File: src/rtl/fetch_pkg.sv
// Shared types and constants for the fetch slice: FSM state encoding,
// default reset vector and PC increment, plus a word-align helper.
package fetch_pkg;

    typedef enum logic [1:0] {
        IDLE = 2'd0,
        RUN  = 2'd1,
        HALT = 2'd2
    } fetch_state_e;

    localparam logic [31:0] RESET_VEC_DEF = 32'h0000_0000;
    localparam logic [31:0] PC_INC        = 32'd4;

    // Drop the byte offset so the PC always names a full instruction word.
    function automatic logic [31:0] align_word(input logic [31:0] a);
        return {a[31:2], 2'b00};
    endfunction

endpackage

File: src/rtl/fetch_if.sv
// Fetch bus: instruction-memory address/data plus the valid/ready output
// slot towards decode. The fetch unit is the master side.
interface fetch_if #(
    parameter int XLEN = 32
);
    logic [XLEN-1:0] imem_addr_o;
    logic [XLEN-1:0] imem_rdata_i;
    logic            out_valid_o;
    logic            out_ready_i;
    logic [XLEN-1:0] instr_o;
    logic [XLEN-1:0] pc_o;

    modport master (
        output imem_addr_o,
        input  imem_rdata_i,
        output out_valid_o,
        input  out_ready_i,
        output instr_o,
        output pc_o
    );

    modport slave (
        input  imem_addr_o,
        output imem_rdata_i,
        input  out_valid_o,
        output out_ready_i,
        input  instr_o,
        input  pc_o
    );
endinterface

File: src/rtl/fetch_next_pc.sv
// Next-PC select: redirect target (word aligned), pc+4, or hold.
// With FETCH_MISALIGN_TRAP_EN defined a misaligned redirect is flagged and
// the PC holds instead of loading the target; otherwise the low bits of the
// target are dropped and misalign is tied low.
module fetch_next_pc
    import fetch_pkg::*;
#(
    parameter int XLEN = 32
) (
    input  logic [XLEN-1:0] pc,
    input  logic            redirect,
    input  logic [XLEN-1:0] redirect_pc,
    input  logic            advance,
    output logic [XLEN-1:0] next_pc,
    output logic            misalign
);

`ifdef FETCH_MISALIGN_TRAP_EN
    assign misalign = redirect & (redirect_pc[1:0] != 2'b00);
`else
    assign misalign = 1'b0;
`endif

    // Redirect beats advance; a trapped redirect leaves the PC where it is.
    always_comb begin
        next_pc = pc;
        if (redirect) begin
            if (!misalign)
                next_pc = align_word(redirect_pc);
        end else if (advance) begin
            next_pc = pc + PC_INC;   // wraps modulo 2^32
        end
    end

endmodule

File: src/rtl/fetch_unit.sv
// PC generator and IF/ID output register. Drives imem_addr_o from the PC,
// captures the same-cycle read data with its PC into a single valid/ready
// output slot, and handles redirect, stall and halt.
// Optional feature macro: FETCH_MISALIGN_TRAP_EN (misaligned redirect traps
// into HALT and pulses trap_o instead of being silently aligned).
// Only XLEN = 32 is supported.
module fetch_unit
    import fetch_pkg::*;
#(
    parameter logic [31:0] RESET_VEC = RESET_VEC_DEF,
    parameter int          XLEN      = 32
) (
    input  logic            clk,
    input  logic            rst,          // async, active low
    fetch_if.master         bus,
    input  logic            redirect_i,
    input  logic [XLEN-1:0] redirect_pc_i,
    input  logic            halt_i,
    output logic            halted_o,
    output logic            trap_o
);

    fetch_state_e    state_q, state_d;
    logic [XLEN-1:0] pc_q, pc_d;
    logic            valid_q, valid_d;
    logic [XLEN-1:0] instr_q, pco_q;

    logic            take_redirect;
    logic            load_slot;
    logic            trap_load;
    logic            misalign;
    logic            slot_free;

    assign slot_free = ~valid_q | bus.out_ready_i;

    fetch_next_pc #(.XLEN(XLEN)) u_next_pc (
        .pc          (pc_q),
        .redirect    (take_redirect),
        .redirect_pc (redirect_pc_i),
        .advance     (load_slot),
        .next_pc     (pc_d),
        .misalign    (misalign)
    );

    // State register.
    always_ff @(posedge clk or negedge rst) begin
        if (!rst) state_q <= IDLE;
        else      state_q <= state_d;
    end

    // Next state and slot control. IDLE gives one bubble after reset;
    // redirect outranks halt, halt outranks a new fetch.
    always_comb begin
        state_d       = state_q;
        valid_d       = valid_q;
        take_redirect = 1'b0;
        load_slot     = 1'b0;
        trap_load     = 1'b0;
        case (state_q)
            IDLE: begin
                state_d = RUN;
            end
            RUN: begin
                if (redirect_i) begin
                    take_redirect = 1'b1;
                    valid_d       = 1'b0;   // flush, no refill this cycle
                    if (misalign) begin
                        trap_load = 1'b1;
                        state_d   = HALT;
                    end
                end else if (halt_i) begin
                    state_d = HALT;
                    valid_d = valid_q & ~bus.out_ready_i;
                end else if (slot_free) begin
                    load_slot = 1'b1;
                    valid_d   = 1'b1;
                end
            end
            HALT: begin
                if (redirect_i) begin
                    take_redirect = 1'b1;
                    valid_d       = 1'b0;
                    if (misalign) trap_load = 1'b1;
                    else          state_d   = RUN;
                end else begin
                    // No fetch, but let a pending word drain downstream.
                    valid_d = valid_q & ~bus.out_ready_i;
                end
            end
            default: begin
                state_d = IDLE;
                valid_d = 1'b0;
            end
        endcase
    end

    // PC and output slot; instr/pc_o keep their value when the slot is flushed.
    always_ff @(posedge clk or negedge rst) begin
        if (!rst) begin
            pc_q    <= RESET_VEC;
            valid_q <= 1'b0;
            instr_q <= '0;
            pco_q   <= '0;
        end else begin
            pc_q    <= pc_d;
            valid_q <= valid_d;
            if (load_slot) begin
                instr_q <= bus.imem_rdata_i;
                pco_q   <= pc_q;
            end else if (trap_load) begin
                pco_q   <= redirect_pc_i;   // report the faulting target
            end
        end
    end

`ifdef FETCH_MISALIGN_TRAP_EN
    logic trap_q;

    // One-cycle pulse for each rejected misaligned redirect.
    always_ff @(posedge clk or negedge rst) begin
        if (!rst) trap_q <= 1'b0;
        else      trap_q <= trap_load;
    end

    assign trap_o = trap_q;
`else
    assign trap_o = 1'b0;
`endif

    assign bus.imem_addr_o = pc_q;
    assign bus.out_valid_o = valid_q;
    assign bus.instr_o     = instr_q;
    assign bus.pc_o        = pco_q;
    assign halted_o        = (state_q == HALT);

endmodule

File: src/flat_wrapper.sv
// flat-port wrapper written by rule: the top's interface ports become plain ports
module fetch_unit_flat import fetch_pkg::*;
#(
    parameter logic [31:0] RESET_VEC = RESET_VEC_DEF,
    parameter int          XLEN      = 32
)
  (clk, rst, redirect_i, redirect_pc_i, halt_i, halted_o, trap_o, bus_imem_addr_o, bus_imem_rdata_i, bus_out_valid_o, bus_out_ready_i, bus_instr_o, bus_pc_o);
  fetch_if #(.XLEN(XLEN)) bus_i ();
  input  logic clk;
  input  logic rst;
  input  logic redirect_i;
  input  logic [XLEN-1:0] redirect_pc_i;
  input  logic halt_i;
  output logic halted_o;
  output logic trap_o;
  output wire logic [$bits(bus_i.imem_addr_o)-1:0] bus_imem_addr_o;
  input wire logic [$bits(bus_i.imem_rdata_i)-1:0] bus_imem_rdata_i;
  output wire logic [$bits(bus_i.out_valid_o)-1:0] bus_out_valid_o;
  input wire logic [$bits(bus_i.out_ready_i)-1:0] bus_out_ready_i;
  output wire logic [$bits(bus_i.instr_o)-1:0] bus_instr_o;
  output wire logic [$bits(bus_i.pc_o)-1:0] bus_pc_o;
  assign bus_imem_addr_o = bus_i.imem_addr_o;
  assign bus_i.imem_rdata_i = bus_imem_rdata_i;
  assign bus_out_valid_o = bus_i.out_valid_o;
  assign bus_i.out_ready_i = bus_out_ready_i;
  assign bus_instr_o = bus_i.instr_o;
  assign bus_pc_o = bus_i.pc_o;
  fetch_unit #(.RESET_VEC(RESET_VEC), .XLEN(XLEN)) u_core (.clk(clk), .rst(rst), .bus(bus_i), .redirect_i(redirect_i), .redirect_pc_i(redirect_pc_i), .halt_i(halt_i), .halted_o(halted_o), .trap_o(trap_o));
endmodule
File: config.mk
export PLATFORM = sky130hd
export DESIGN_NAME = fetch_unit_flat
export DESIGN_NICKNAME = d
export VERILOG_FILES = /design/src/rtl/fetch_pkg.sv /design/src/rtl/fetch_if.sv /design/src/rtl/fetch_next_pc.sv /design/src/rtl/fetch_unit.sv /design/src/flat_wrapper.sv
export SDC_FILE = /design/constraint.sdc
export NUM_CORES = 1
export LEC_CHECK = 0
export CAP_MARGIN = 0
export CORE_ASPECT_RATIO = 0.6
export CORE_MARGIN = 2
export CORE_UTILIZATION = 44
export DETAILED_ROUTE_END_ITERATION = 10
export PLACE_DENSITY = 0.81
export SYNTH_ARGS = -nofsm -noshare
export SYNTH_HDL_FRONTEND = slang
export SYNTH_SLANG_ARGS = --single-unit
export TNS_END_PERCENT = 20
File: constraint.sdc
create_clock -name clk -period 3.01 [get_ports clk]
set_input_delay 0.602 -clock clk [delete_from_list [all_inputs] [get_ports clk]]
set_output_delay 0.602 -clock clk [all_outputs]
set_load 0.02 [all_outputs]
==> flow_summary.json <==
{
  "status": "completed",
  "hpwl_um": 9020,
  "worst-path-buf-inv": 2,
  "fin_skew_ns": 0.008290,
  "start_util": 0.4626,
  "async_reset_ff_frac": 1.000,
  "dr.pass1.iters": 4,
  "crit_path_start": "u_core.state_q[0]",
  "max_freq_mhz": 431.0,
  "end_kind": "primary output",
  "place_congestion": 0.8582,
  "synth_top_cell_by_area": "dfrtp_1",
  "cts-root-buf": "clkbuf_16",
  "synth_ff_type": "dfrtp_1",
  "drive_gt1_frac": 0.04755,
  "clkTransAtPathRegs_ns": 0.07,
  "yosys-top-cells-count": "nand2_1 (218), dfrtp_1 (95), o21ai_0 (29)",
  "ys_ff_latch": 95,
  "hp-class": "in2async",
  "holdBufCountCts": 0,
  "grt_pass1_vias": 4044,
  "critical_path_class": "reg2out",
  "worst_slew_margin_rel": 0.5485,
  "core.rowCount": 27,
  "die_w_um": 132.1,
  "synth_cells": 494,
  "finalHoldViolCount": 0,
  "r2r-end": "u_core.bus.imem_addr_o[15]",
  "drt_wl_total_um": 12620,
  "drv_slew": 0,
  "yosysTopAreaCellShare": 0.5491,
  "grt.overflow.total": 0,
  "synth_warnings": 0,
  "crit_required_ns": 2.41,
  "reg2regPathDepth": 7,
  "min_period_over_period": 0.7707,
  "grtUsageTotal": 0.2444,
  "placedCellCount": 766,
  "period_needed_ns": 2.320,
  "finalSetupViolCount": 0,
  "cp.arrival_ns": 1.72,
  "clk_latency_ns": 0.34,
  "fin_nets": 720,
  "setup_ws_ns": 0.6901,
  "route.detailed.drc": 0,
  "grt_antenna_before_repair": 0,
  "die_h_um": 80.84,
  "p_leak_uw": 0.002853,
  "crit_path_end": "halted_o",
  "post-place-ws_ns": 0.3721,
  "cp_max_fo": 6,
  "areaGrowthSynthToFinish_pct": 46.94,
  "maxCapViolCount": 0,
  "seq_area_frac_synth": 0.5491,
  "start_kind": "register",
  "cp_slowest_stage_delay_ns": 0.64,
  "yosysMostFrequentCell": "nand2_1",
  "rsz0062_at_grt": "no",
  "dieArea_um2": 10670,
  "antennaDiodeCount": 0,
  "worst_pin_slew_ns": 0.6772,
  "synth_edf_count": 0,
  "cts_max_path_buffers": 2,
  "path_depth": 3,
  "worstPathCellList": "inv_1, ha_1, clkdlybuf4s50_1",
  "grt_first_pass_wirelength_um": 20570,
  "synthTopCellsByArea": "dfrtp_1 (55%), nand2_1 (19%), o21ai_0 (3.4%), xnor2_1 (2.4%), clkbuf_1 (1.7%)",
  "cts_setup_buffers": 0,
  "cts_sinks": 95,
  "vias": 4022,
  "syn_area_um2": 4329,
  "syn_avg_cell_area_um2": 8.763,
  "cts_buffers": 9,
  "cts_max_level": 3,
  "drtIter0Drc": 204,
  "r2r_slack_ns": 0.73,
  "tns_ns": 0,
  "grt_max_degree": 54,
  "synth_cell_types": 45,
  "r2r-start": "u_core.state_q[1]",
  "pwr_density_cell_nw_per_um2": 1113,
  "drtAntennaViolNets": 0,
  "instances_no_fill": 782,
  "wl_per_cell_um": 16.13,
  "peakVddDrop_uv": 676.4,
  "crit_family": "buffers and inverters",
  "tritoncts": "built",
  "core_um2": 9358,
  "viasPerCell": 5.143,
  "port_buffers": 160,
  "worst_path_max_delay_cell": "clkdlybuf4s50_1",
  "cts_resized": 0,
  "io_pins": 168
}
where the power goes:
| part | internal [uW] | total, uW | switching, uW |
|---|---|---|---|
| combinational | 1550 | 3400 | 1850 |
| sequential | 1880 | 2460 | 580 |
| clock | 733 | 1220 | 491 |
cells in the final DEF, fill, tap and decap left out, types with 2 or more instances in the layout:
cell	Yosys	final
clkdlybuf4s50_1	0	159
and4_1	6	6
conb_1	1	5
or4_1	3	3
o211ai_1	4	4
ha_1	4	4
a221o_1	2	2
a21o_1	3	3
o21ai_0	29	29
dfrtp_1	95	95
clkbuf_16	0	9
nor2_1	7	7
a22oi_1	4	4
inv_1	7	7
and2_1	3	2
nor3_1	6	6
nand2_1	218	217
nor4_1	9	9
inv_6	0	2
a31oi_1	2	2
nand4_1	5	5
buf_4	7	8
nand3_1	12	12
a21oi_1	8	8
o311ai_0	3	3
xnor2_1	12	12
bufinv_16	0	2
and3_1	3	3
registers in the layout, indices dropped and copies added, names as in the netlist:
name / count
u_core.state_q: 2
u_core.bus.instr_o: 32
u_core.bus.imem_addr_o: 30
u_core.bus.out_valid_o: 1
u_core.bus.pc_o: 30
per-stage QoR:
stage / hold slack (ns) / utilization / power (uW) / area, um2
6_report: 0.2928 / 0.6798 / 7082 / 6361
2_1_floorplan: 0.3064 / - / 4142 / 4344
3_3_place_gp: 0.4565 / 0.6457 / 5750 / 6042
3_5_place_dp: 0.4611 / 0.6457 / 5878 / 6042
5_1_grt: 0.3418 / 0.6798 / 7538 / 6361
4_1_cts: 0.3175 / 0.6798 / 7126 / 6361
area by class of cell:
type	instances	area [um2]
Clock buffer	10	229.0
Sequential cell	95	2377
Tap cell	130	162.7
Inverter	7	26.28
Clock inverter	6	90.09
Timing Repair Buffer	168	1672
Multi-Input combinational cell	366	1804
Fill cell	752	2997
layer usage:
metal / wire length, um / part of all wire / up-vias / track usage
met5: 0 / 0 / - / 0
met1: 5573 / 0.44 / 1895 / 0.3294
li1: - / - / 1934 / -
met4: 116 / 0.0092 / 0 / 0.06522
met3: 1475 / 0.12 / 10 / 0.09176
met2: 5452 / 0.43 / 183 / 0.3750
cells by family after synthesis:
group                      share of synthesized area
AOI/OAI and AO/OA                            0.08931
xor gates and xnor gates                     0.02630
adders and majority gates                    0.01156
buffers and inverters                        0.03844
DFF                                           0.5491
muxes                                       0.002312
other                                      0.0008662
and+or+nand+nor                               0.2821
how the worst min path moves through the flow:
stage	start	end
3_5_place_dp	u_core.bus.pc_o[9]	u_core.bus.pc_o[9]
5_1_grt	rst	u_core.bus.instr_o[0]
2_1_floorplan	rst	u_core.bus.imem_addr_o[10]
6_report	rst	u_core.bus.instr_o[0]
3_3_place_gp	u_core.bus.instr_o[1]	u_core.bus.instr_o[1]
4_1_cts	rst	u_core.bus.instr_o[0]
(Power assumes the default switching activity.)
